`src/rtl/pulse_pkg.sv`:
```
// Shared types for the pulse stretcher: the FSM state encoding used by the top
// and exposed on its debug state output.
package pulse_pkg;

  typedef enum logic [1:0] {
    IDLE = 2'd0,
    HIGH = 2'd1,
    GAP  = 2'd2
  } pulse_state_t;

endpackage

```
`src/rtl/down_counter.sv`:
```
// Loadable down counter shared by the HIGH and GAP phases; holds at zero
// rather than wrapping so an idle counter stays quiet.
module down_counter #(
  parameter int CNT_BITS = 16
) (
  input  logic                i_clk,
  input  logic                i_clr,
  input  logic                i_load,
  input  logic [CNT_BITS-1:0] i_load_val,
  input  logic                i_dec,
  output logic                o_zero
);

  logic [CNT_BITS-1:0] r_count;

  always_ff @(posedge i_clk) begin
    if (i_clr) begin
      r_count <= '0;
    end else if (i_load) begin
      r_count <= i_load_val;
    end else if (i_dec && (r_count != '0)) begin
      r_count <= r_count - CNT_BITS'(1);
    end
  end

  assign o_zero = (r_count == '0);

endmodule

```
`src/rtl/pulse_stretcher.sv`:
```
// Stretches single-cycle triggers into high intervals of length_i cycles, queuing
// (or retriggering on) triggers that arrive while an interval or gap is running.
module pulse_stretcher
  import pulse_pkg::*;
#(
  parameter int CNT_BITS    = 16,
  parameter int MAX_PENDING = 3,
  parameter bit RETRIGGER   = 1'b0
) (
  input  logic                             clock_i,
  input  logic                             reset_i,
  input  logic                             enable_i,
  input  logic                             trigger_i,
  input  logic [CNT_BITS-1:0]              length_i,
  input  logic [CNT_BITS-1:0]              gap_i,
  output logic                             level_o,
  output logic                             busy_o,
  output logic                             done_o,
  output logic                             dropped_o,
  output logic [$clog2(MAX_PENDING+1)-1:0] pending_o,
  output logic [1:0]                       state_o
);

  localparam int PEND_BITS = $clog2(MAX_PENDING + 1);
  localparam logic [PEND_BITS-1:0] PEND_MAX = PEND_BITS'(MAX_PENDING);

  pulse_state_t         r_state;
  pulse_state_t         w_state_nx;
  logic [PEND_BITS-1:0] r_pending;
  logic [PEND_BITS-1:0] w_pending_nx;
  logic                 w_cnt_zero;
  logic                 w_cnt_clr;
  logic                 w_cnt_load;
  logic                 w_cnt_dec;
  logic [CNT_BITS-1:0]  w_cnt_val;
  logic [CNT_BITS-1:0]  w_len_load;
  logic [CNT_BITS-1:0]  w_gap_load;
  logic                 w_len_ok;
  logic                 w_retrig;
  logic                 w_deq;
  logic                 w_queue_trig;
  logic                 w_done;
  logic                 w_drop;

  assign w_cnt_clr = reset_i || !enable_i;

  down_counter #(.CNT_BITS(CNT_BITS)) u_counter (
    .i_clk      (clock_i),
    .i_clr      (w_cnt_clr),
    .i_load     (w_cnt_load),
    .i_load_val (w_cnt_val),
    .i_dec      (w_cnt_dec),
    .o_zero     (w_cnt_zero)
  );

  always_comb begin
    w_len_ok     = (length_i != '0);
    w_len_load   = length_i - CNT_BITS'(1);
    w_gap_load   = (gap_i == '0) ? '0 : gap_i - CNT_BITS'(1);
    w_retrig     = RETRIGGER && (r_state == HIGH) && trigger_i && w_len_ok;
    w_deq        = (r_state == GAP) && w_cnt_zero;
    w_queue_trig = trigger_i && (r_state != IDLE) && !w_retrig;

    // A trigger landing on a dequeue takes the freed slot, so it is never dropped.
    w_drop       = 1'b0;
    w_pending_nx = r_pending;
    if (w_deq && !w_queue_trig) begin
      w_pending_nx = r_pending - PEND_BITS'(1);
    end else if (w_queue_trig && !w_deq) begin
      if (r_pending == PEND_MAX) w_drop = 1'b1;
      else                       w_pending_nx = r_pending + PEND_BITS'(1);
    end

    w_state_nx = r_state;
    w_cnt_load = 1'b0;
    w_cnt_val  = w_len_load;
    w_cnt_dec  = 1'b0;
    w_done     = 1'b0;
    case (r_state)
      IDLE: begin
        if (trigger_i) begin
          if (w_len_ok) begin
            w_state_nx = HIGH;
            w_cnt_load = 1'b1;
          end else begin
            w_drop = 1'b1;
          end
        end
      end
      HIGH: begin
        if (w_retrig) begin
          w_cnt_load = 1'b1;
        end else if (w_cnt_zero) begin
          w_done = 1'b1;
          if (w_pending_nx != '0) begin
            w_state_nx = GAP;
            w_cnt_load = 1'b1;
            w_cnt_val  = w_gap_load;
          end else begin
            w_state_nx = IDLE;
          end
        end else begin
          w_cnt_dec = 1'b1;
        end
      end
      GAP: begin
        if (w_cnt_zero) begin
          if (w_len_ok) begin
            w_state_nx = HIGH;
            w_cnt_load = 1'b1;
          end else begin
            // Zero-length entry is consumed; restart the gap if more remain.
            w_drop = 1'b1;
            if (w_pending_nx != '0) begin
              w_cnt_load = 1'b1;
              w_cnt_val  = w_gap_load;
            end else begin
              w_state_nx = IDLE;
            end
          end
        end else begin
          w_cnt_dec = 1'b1;
        end
      end
      default: w_state_nx = IDLE;
    endcase
  end

  always_ff @(posedge clock_i) begin
    if (reset_i || !enable_i) begin
      r_state   <= IDLE;
      r_pending <= '0;
      level_o   <= 1'b0;
      busy_o    <= 1'b0;
      done_o    <= 1'b0;
      dropped_o <= 1'b0;
    end else begin
      r_state   <= w_state_nx;
      r_pending <= w_pending_nx;
      level_o   <= (w_state_nx == HIGH);
      busy_o    <= (w_state_nx != IDLE);
      done_o    <= w_done;
      dropped_o <= w_drop;
    end
  end

  assign pending_o = r_pending;
  assign state_o   = r_state;

endmodule

```
`config.mk`:
```
export PLATFORM = sky130hd
export DESIGN_NAME = pulse_stretcher
export DESIGN_NICKNAME = d
export VERILOG_FILES = /design/src/rtl/pulse_pkg.sv /design/src/rtl/down_counter.sv /design/src/rtl/pulse_stretcher.sv
export SDC_FILE = /design/constraint.sdc
export NUM_CORES = 1
export LEC_CHECK = 0
export ABC_AREA = 1
export BUFFER_PORTS_ARGS = -buffer_cell sky130_fd_sc_hd__buf_2
export CORE_ASPECT_RATIO = 0.8
export CORE_MARGIN = 2
export CORE_UTILIZATION = 25
export CTS_BUF_LIST = sky130_fd_sc_hd__clkbuf_4
export DETAILED_ROUTE_END_ITERATION = 8
export GPL_TIMING_DRIVEN = 0
export MAX_ROUTING_LAYER = met4
export PLACE_DENSITY = 0.45
export SLEW_MARGIN = 5
export SYNTH_ARGS = -nofsm -noshare
export SYNTH_HDL_FRONTEND = slang
export SYNTH_SLANG_ARGS = --single-unit
```
`constraint.sdc`:
```
create_clock -name clock_i -period 2.3 [get_ports clock_i]
set_input_delay 0 -clock clock_i [delete_from_list [all_inputs] [get_ports clock_i]]
set_output_delay 0 -clock clock_i [all_outputs]
set_load 0.02 [all_outputs]
```
; After elaboration in Yosys (flattened, before gate mapping)
; Cells that the tools add are included.
[totals]
reg_bits = 24
in_bits = 36
out_inout_bits = 8
[classes]
add_sub_neg = 5
n_eq_ne = 4
muxes = 36
bitwise = 1
reduce_logical = 20
[op_table]
columns = op, n
row1 = 2-to-1 mux 16 bit, 7
row2 = "subtractor 16 x 1 -> 16 bit, second input constant", 3
row3 = logical NOT 16 bit, 2
row4 = case mux 16 bit (2 select lines), 1
row5 = nonzero test 16 bit, 2
row6 = 2-to-1 mux 2 bit, 10
row7 = 2-to-1 mux 1 bit, 15
row8 = nonzero test 2 bit, 4
row9 = case mux 2 bit (3 select lines), 1
row10 = logical AND 1 bit, 5
row11 = "equality test 2 x 1 -> 1 bit, second input constant", 2
row12 = "equality test 2 bit, second input constant", 2
row13 = OR reduction 2 bit, 2
row14 = logical NOT 1 bit, 3
row15 = case mux 1 bit (3 select lines), 1
row16 = "adder 2 x 1 -> 2 bit, second input constant", 1
row17 = logical NOT 2 bit, 1
row18 = case mux 1 bit (2 select lines), 1
row19 = "subtractor 2 x 1 -> 2 bit, second input constant", 1
row20 = logical OR 1 bit, 1
row21 = inverter 1 bit, 1

; Logic depth before layout (Yosys ltp)
; Gate-level depths: netlist of run 1.
[depth]
depth_word = 12
mapped_depth = 19
mapped_depth_nobuf = 19

; By module
; A second synthesis of run 1 with hierarchy kept.
[hier_totals]
hier_cells = 483
hier_area_um2 = 2832.7
[by_module_without_submodules]
columns = mod, instances, cells_each, area_per_inst_um2, seq_area_each_um2
row1 = pulse_stretcher, 1, 271, 1637.8, 160.2
row2 = down_counter, 1, 212, 1194.9, 320.3

; Least setup slack after synthesis of run 1
; Ideal clock, no wire load.
[synth_path]
path_type = register to register
start = register r_state[0] (netlist: state_o[0])
end = register u_counter.r_count[9]
setup_time_ns = 0.117
arrival_time_ns = 2.199
required_ns = 2.183
setup_slack_ns = -0.016
stages_incl_launch_ff = 16
synth_period_minus_slack_ns = 2.316
cell_sequence = dfxtp_1 -> inv_1 -> ha_1 -> nor2_1 -> inv_1 -> nand3_1 -> nand2_2 -> nor2_4 -> nand3_4 -> nand2_4 -> nand2_4 -> nand2_4 -> nand2_4 -> or2_0 -> nand2_1 -> nor2_1
[synth_between]
elab_chain_cells = 12
[synth_rtl]
columns = element, line
row1 = "start, declared", pulse_stretcher.sv:27  ; pulse_state_t r_state;
row2 = "start signal, assigned", pulse_stretcher.sv:138  ; r_state <= w_state_nx;
row3 = equality test 2 bit, "pulse_stretcher.sv:61, pulse_stretcher.sv:79"
row4 = logical AND 1 bit, pulse_stretcher.sv:61  ; w_deq = (r_state == GAP) && w_cnt_zero;
row5 = logical NOT 1 bit, pulse_stretcher.sv:69  ; end else if (w_queue_trig && !w_deq) begin
row6 = logical AND 1 bit, pulse_stretcher.sv:69
row7 = 2-to-1 mux 2 bit, pulse_stretcher.sv:69
row8 = 2-to-1 mux 2 bit, pulse_stretcher.sv:67  ; if (w_deq && !w_queue_trig) begin
row9 = nonzero test 2 bit, "pulse_stretcher.sv:95, pulse_stretcher.sv:114"
row10 = 2-to-1 mux 1 bit / 2-to-1 mux 16 bit (equally long branches), "pulse_stretcher.sv:95, pulse_stretcher.sv:114"
row11 = 2-to-1 mux 1 bit / 2-to-1 mux 16 bit (equally long branches), pulse_stretcher.sv:108  ; if (w_len_ok) begin
row12 = 2-to-1 mux 1 bit / 2-to-1 mux 16 bit (equally long branches), pulse_stretcher.sv:107  ; if (w_cnt_zero) begin
row13 = case mux 1 bit (3 select lines) / case mux 16 bit (2 select lines) (equally long branches), pulse_stretcher.sv:79  ; case (r_state)
row14 = 2-to-1 mux 16 bit / nonzero test 2 bit (equally long branches), n/a
row15 = "end signal, assigned", down_counter.sv:20  ; r_count <= i_load_val;
row16 = "end signal, assigned", down_counter.sv:22  ; r_count <= r_count - CNT_BITS'(1);
row17 = "end, declared", down_counter.sv:14  ; logic [CNT_BITS-1:0] r_count;
; Parallel ways exist; a longest one is shown, timed or not.
; A chain may end at the register's enable or synchronous reset.

; Worst setup path after layout of run 1
[layout_path]
start = register u_counter.r_count[14]
end = register u_counter.r_count[8]
[layout_between]
elab_chain_cells = 12
[layout_rtl]
columns = element, line
row1 = logical NOT 16 bit, down_counter.sv:26  ; assign o_zero = (r_count == '0);
row2 = logical AND 1 bit, pulse_stretcher.sv:61
row3 = logical NOT 1 bit, pulse_stretcher.sv:69
row4 = logical AND 1 bit, pulse_stretcher.sv:69
row5 = 2-to-1 mux 2 bit, pulse_stretcher.sv:69
row6 = 2-to-1 mux 2 bit, pulse_stretcher.sv:67
row7 = nonzero test 2 bit, "pulse_stretcher.sv:95, pulse_stretcher.sv:114"
row8 = 2-to-1 mux 1 bit / 2-to-1 mux 16 bit (equally long branches), "pulse_stretcher.sv:95, pulse_stretcher.sv:114"
row9 = 2-to-1 mux 1 bit / 2-to-1 mux 16 bit (equally long branches), pulse_stretcher.sv:108
row10 = 2-to-1 mux 1 bit / 2-to-1 mux 16 bit (equally long branches), pulse_stretcher.sv:107
row11 = case mux 1 bit (3 select lines) / case mux 16 bit (2 select lines) (equally long branches), pulse_stretcher.sv:79
row12 = 2-to-1 mux 16 bit / nonzero test 2 bit (equally long branches), n/a
; Parallel ways exist; a longest one is shown, timed or not.

==> results.yml, run 1 <==
timing:
  rsz0062_at_grt: "yes"
  fin_ws_ns: 0.03045
  timing.fmax_ghz: 0.4406
  slew_violations: 0
  finClkSkew_ns: 0.004946
  setup_viol: 0
  period_needed_ns: 2.270
  whs_ns: 0.03502
  relSlewSlack_pct: 60.18
  final_hold_viol_count: 0
  tightest_slew_ns: 0.5951
  post-route-period-util_pct: 98.68
detailed_routing:
  drtIter0Drc: 137
  first_pass_iters: 4
  ant_nets: 0
  wl_per_cell_um: 13.97
  wirelength_um: 9752
  vias_per_cell: 4.613
  vias: 3220
  drc_errors: 0
synthesis:
  ys_top_cells_by_count: "nand2_1 (100), nor2_1 (71), inv_1 (66)"
  synthAdderAreaFrac_pct: 5.462
  synth_area_leaders: "dfxtp_1 (16%), nand2_1 (13%), nor2_1 (8.9%)"
  synth.most_common_cell: "nand2_1"
  syn_inst: 482
  synth_compound_area_share_pct: 14.96
  synth_edf_count: 0
  synth_top_cell_by_area: "dfxtp_1"
  synth_area_um2: 2978
  ys_types: 41
  ys_seq_area_share_pct: 16.13
  synth_seq_cells: 24
  synth-simple-area-share_pct: 42.23
  postSynthAreaPerCell_um2: 6.178
  netlist.area_leader.share_pct: 16.13
  synth_mux_area_share_pct: 0
  synth_top_family_by_area: "simple AND/OR/NAND/NOR gates"
  synthXorXnorAreaFrac_pct: 10.29
  ys_warn_count: 0
  syn-num-nets: 531
  async_reset_ff_share_pct: 0
  synth_ff_type: "dfxtp_1"
setup_path:
  crit_type: "register to register"
  cp_common_cell: "nand2_4"
  critPathRequiredTime_ns: 2.55
  crit_path_start_kind: "register"
  crit_chain: "nor2_1, nand2_4, nor2_4, nand3_4, nor2_4, inv_2, nand2_2, nand2_4, nand3_4, nand2_4, a21oi_4, buf_6, o211ai_1, nand2_1, nor2_1"
  critical_path_arrival_ns: 2.52
  slowest_delay_ns: 0.37
  worstPathMaxFanout: 8
  end_kind: "register"
  crit_slowest_cell: "dfxtp_1"
cts:
  cts.sinks: 24
  cts_tree: "built"
  h-tree-depth: 1
  postCtsHoldBufs: 0
  clock_latency_ns: 0.34
  numCtsBuffers: 3
  cts.path.max_buffers: 2
  clockRootBuffer: "clkbuf_4"
  clk_pin_slew_ns: 0.15
placed_design:
  place_congestion: 0.9003
  io_buffers: 43
  dp_slack_ns: -0.2783
  placed_area_um2: 3381
  dpl.hpwl_um: 7776
floorplanning:
  initial_core_util_pct: 25.76
  core_area_um2: 11560
  die_x_um: 126.0
  fp-row-count: 35
  die_y_um: 101.6
  die_area_um2: 12810
  num_io_pins: 44
global_routing:
  grt_pass1_wl_um: 15470
  grt-ovfl-total: 0
  antenna_found_initial: 0
  grt_max_degree: 14
  grt_pass1_vias: 3114
  grt_usage_pct: 15.66
finish:
  antenna_cells: 0
  syn_to_final_growth_pct: 26.18
  final_area_um2: 3757
  drive_gt1_share_pct: 27.27
  fin_util_pct: 32.50
  layout.nets: 600
run:
  cap_violations: 0
status:
  status: "complete, no violations"
min_path:
  hold_class: "primary input to register"
power:
  vdd_drop_max_uv: 202.0
  powerDensity_nw_per_um2: 333.6
  p_leak_nw: 1.753
[worst paths after layout]
check	start	cells after the start	to	slack, ns
hold reg to reg	u_counter.r_count[11]	2	u_counter.r_count[11]	0.50
setup / recovery	u_counter.r_count[14]	15	u_counter.r_count[8]	0.03
hold / removal	reset_i	4	u_counter.r_count[0]	0.04
setup reg to reg	u_counter.r_count[14]	15	u_counter.r_count[8]	0.03
[routing by layer]
metal | up-vias | routed length [µm] | global-route usage (%)
li1 | 1685 | - | -
met1 | 1455 | 5086 | 21.91
met2 | 72 | 4132 | 24.32
met3 | 8 | 452 | 2.800
met4 | 0 | 80 | 1.860
met5 | - | 0 | -
[cell type report]
type | count | area [µm²]
fillers | 1296 | 7804
repair buffers | 65 | 384.1
flip-flops and latches | 24 | 506.7
multi-input cells | 380 | 2315
inverters | 69 | 267.8
well taps | 148 | 185.2
clock buffers | 3 | 22.52
plain buffers | 8 | 72.57
clock inverters | 1 | 3.754
[layout by cell type, fill, tap and decap left out, types with 2 or more instances in the layout]
master	n
nor4_1	2
a21oi_1	15
buf_2	44
or2_0	2
nand3_2	2
nand2_4	7
buf_4	21
a31oi_1	2
dfxtp_4	5
nand3_1	32
a21oi_2	4
xor2_1	22
o21ai_1	8
ha_1	10
nor2_1	64
inv_4	2
nor2_2	6
dfxtp_2	6
o211ai_1	11
o21ai_0	26
ha_4	3
nand3_4	3
nand2_2	10
nand4_1	6
clkbuf_1	2
dfxtp_1	13
inv_2	6
nor2_4	11
nor3_1	10
a21oi_4	2
inv_1	60
clkbuf_4	3
xnor2_1	13
nor3_2	4
buf_6	5
o221ai_1	2
nand2_1	93
[critical path, delay by kind of cell (launching register included)]
kind	cells	cell delay, ns
AOI/OAI and AO/OA	2	0.40
buffers and inverters	2	0.22
DFF	1	0.37
and+or+nand+nor	11	1.17
[registers in the layout, indices dropped and copies added, names as in the netlist]
signal / count
busy_o: 1
done_o: 1
dropped_o: 1
level_o: 1
pending_o: 2
state_o: 2
u_counter.r_count: 16
[where the power goes]
part	switching [mW]	total, mW	internal (mW)
Clock	0.148	0.212	0.0642
Combinational	0.355	0.584	0.229
Sequential	0.0239	0.457	0.433
[repair_timing]
action / CTS / global route
pin swaps: 12 / 17
gates cloned: 1 / 0
endpoints found under the setup margin: 20 / 20
buffers inserted: 12 / 9
gates resized for setup: 30 / 34
[through the flow]
step	power, mW	instances	TNS, ns
after CTS	1.229	689	0
after detailed placement	0.9738	673	-3.343
after global placement	0.9709	673	-3.281
after global routing	1.351	698	-1.140
after floorplan	0.8230	482	0
final	1.253	698	0
[kinds of logic after synthesis]
| family | after synthesis |
|---|---|
| xor+xnor | 35 |
| buf+inv | 78 |
| compound gates | 74 |
| simple gates | 258 |
| fa+ha+maj | 13 |
| flops | 24 |
No activity file was read; power rests on OpenSTA's default activity.
==> inputs of run 2 (changes only) <==
--- a/config.mk
+++ b/config.mk
@@ -15,6 +15,7 @@
 export GPL_TIMING_DRIVEN = 0
 export MAX_ROUTING_LAYER = met4
 export PLACE_DENSITY = 0.45
+export RECOVER_POWER = 100
 export SLEW_MARGIN = 5
 export SYNTH_ARGS = -nofsm -noshare
 export SYNTH_HDL_FRONTEND = slang
==> run 2 against run 1 <==
  * Routed wire length rose by 0.13%
  * Sequential share of layout area barely moved
  * Via count rose by 0.40%
  * Cell count did not move
  * Die area did not move
  * Worst hold slack improved by 0.0012 ns
  * Utilization fell by 0.065 points
  * Critical path depth did not move
  * Sequential power barely moved
  * First-iteration DRC count did not move
  * Critical path type unchanged
==> results.yml, run 2 (synthesis results as in run 1) <==
detailed_routing:
  first_pass_iters: 4
  vias: 3233
  drc_errors: 0
  vias_per_cell: 4.632
  ant_nets: 0
  wl_per_cell_um: 13.99
  wirelength_um: 9765
  drtIter0Drc: 137
power:
  powerDensity_nw_per_um2: 334.3
  p_clk_share_pct: 17.0
  pwr-share-seq_pct: 36.5
  vdd_drop_max_uv: 202.1
  p_total_mw: 1.254
  power_frac_comb_pct: 46.6
  p_sw_uw: 527.7
  switching_share_pct: 42.10
  p_leak_nw: 1.728
  p_int_uw: 725.8
cts:
  cts_tree: "built"
  numCtsBuffers: 3
  clk_pin_slew_ns: 0.15
  h-tree-depth: 1
  postCtsHoldBufs: 0
  cts.path.max_buffers: 2
  clock_latency_ns: 0.34
  clockRootBuffer: "clkbuf_4"
  cts.sinks: 24
timing:
  relSlewSlack_pct: 59.56
  finClkSkew_ns: 0.003903
  tightest_slew_ns: 0.6043
  period_needed_ns: 2.268
  post-route-period-util_pct: 98.62
  setup_viol: 0
  slew_violations: 0
  rsz0062_at_grt: "yes"
  final_hold_viol_count: 0
  fin_ws_ns: 0.03185
  timing.fmax_ghz: 0.4409
setup_path:
  slowest_delay_ns: 0.37
  worst-r2r-setup-slack_ns: 0.03
  cp_common_cell: "nand2_4"
  critical_path_arrival_ns: 2.52
  r2r_cells: 15
  r2r_start: "u_counter.r_count[14]"
  crit_type: "register to register"
  end_kind: "register"
  worstPathMaxFanout: 8
  crit_path_start: "u_counter.r_count[14]"
  endpoint: "u_counter.r_count[8]"
  r2r_end: "u_counter.r_count[8]"
  crit_chain: "nor2_1, nand2_4, nor2_4, nand3_4, nor2_4, inv_2, nand2_2, nand2_4, nand3_4, nand2_4, a21oi_4, buf_6, o211ai_1, nand2_1, nor2_1"
  crit_path_start_kind: "register"
  critPathRequiredTime_ns: 2.55
  crit_slowest_cell: "dfxtp_1"
global_routing:
  grt_usage_pct: 15.66
  grt_pass1_vias: 3114
  antenna_found_initial: 0
  grt_max_degree: 14
  grt-ovfl-total: 0
  grt_pass1_wl_um: 15470
floorplanning:
  initial_core_util_pct: 25.76
  die_area_um2: 12810
  fp-row-count: 35
  die_y_um: 101.6
  core_area_um2: 11560
  num_io_pins: 44
  die_x_um: 126.0
finish:
  layout.nets: 600
  largest_reg_flops: 16
  syn_to_final_growth_pct: 25.92
  antenna_cells: 0
  top_register: "u_counter.r_count"
  final_common_cell: "nand2_1"
  layout_common_cells: "nand2_1 (93), nor2_1 (64), inv_1 (60), buf_2 (38), nand3_1 (32)"
  drive_gt1_share_pct: 26.18
placed_design:
  dpl.hpwl_um: 7776
  dp_slack_ns: -0.2783
  place_congestion: 0.9003
  io_buffers: 43
min_path:
  hold_class: "primary input to register"
status:
  status: "complete, no violations"
run:
  cap_violations: 0
-- run 2: cell types whose count changed in the layout (fill, tap and decap cells not counted) --
cell / change
buf_2: -6
clkbuf_1: +6
-- run 2: critical path, delay by kind of cell, from the launching register on --
| kind | cells | cell delay (ns) |
|---|---|---|
| buffers and inverters | 2 | 0.22 |
| flip-flops | 1 | 0.37 |
| AND/OR/NAND/NOR | 11 | 1.17 |
| AO/OA/AOI/OAI | 2 | 0.40 |
-- run 2: final cells by class --
| type | instances | area (µm²) |
|---|---|---|
| Clock buffer | 3 | 22.52 |
| Clock inverter | 1 | 3.754 |
| Fill cell | 1301 | 7811 |
| Timing Repair Buffer | 65 | 376.6 |
| Multi-Input combinational cell | 380 | 2315 |
| Sequential cell | 24 | 506.7 |
| Inverter | 69 | 267.8 |
| Tap cell | 148 | 185.2 |
| Buffer | 8 | 72.57 |
-- run 2: timing repair --
action | in CTS | in global routing
endpoints found under the setup margin | 20 | 20
buffers inserted | 12 | 9
endpoints found under the hold margin | 0 | 0
pin swaps | 12 | 17
resized for setup | 30 | 34
cloned | 1 | 0
-- run 2: power by group through the flow --
stage	sequential, mW	combinational, mW	clock (mW)
5_1_grt	0.460	0.648	0.242
2_1_floorplan	0.464	0.359	0
4_1_cts	0.458	0.545	0.226
3_5_place_dp	0.465	0.509	0
6_report	0.457	0.584	0.213
3_3_place_gp	0.464	0.507	0
-- run 2: worst min path at each step --
stage                      startpoint                   end  cells past startpoint
final                       trigger_i             dropped_o                      5
after global routing      length_i[0]  u_counter.r_count[0]                      4
after CTS                     reset_i  u_counter.r_count[0]                      4
after detailed placement      reset_i  u_counter.r_count[0]                      4
after global placement        reset_i  u_counter.r_count[0]                      4
after floorplan           length_i[0]  u_counter.r_count[0]                      3
-- run 2: per-layer routing --
metal | share of wire, % | track usage (%) | vias to the layer above
met4 | 0.82 | 1.860 | 0
met2 | 42 | 24.32 | 71
met5 | 0 | - | -
met1 | 51 | 21.91 | 1465
met3 | 5.9 | 2.800 | 8
li1 | - | - | 1689
-- run 2: through the flow --
step	instance area (µm²)	std cells	setup TNS, ns	util (%)	hold slack [ns]
2_1_floorplan	2980	482	0	-	0.1981
3_3_place_gp	3381	673	-3.281	29.24	0.4126
3_5_place_dp	3381	673	-3.343	29.24	0.4161
4_1_cts	3585	689	0	31.01	0.02052
5_1_grt	3750	698	-1.140	32.44	0.02493
6_report	3750	698	0	32.44	0.03621
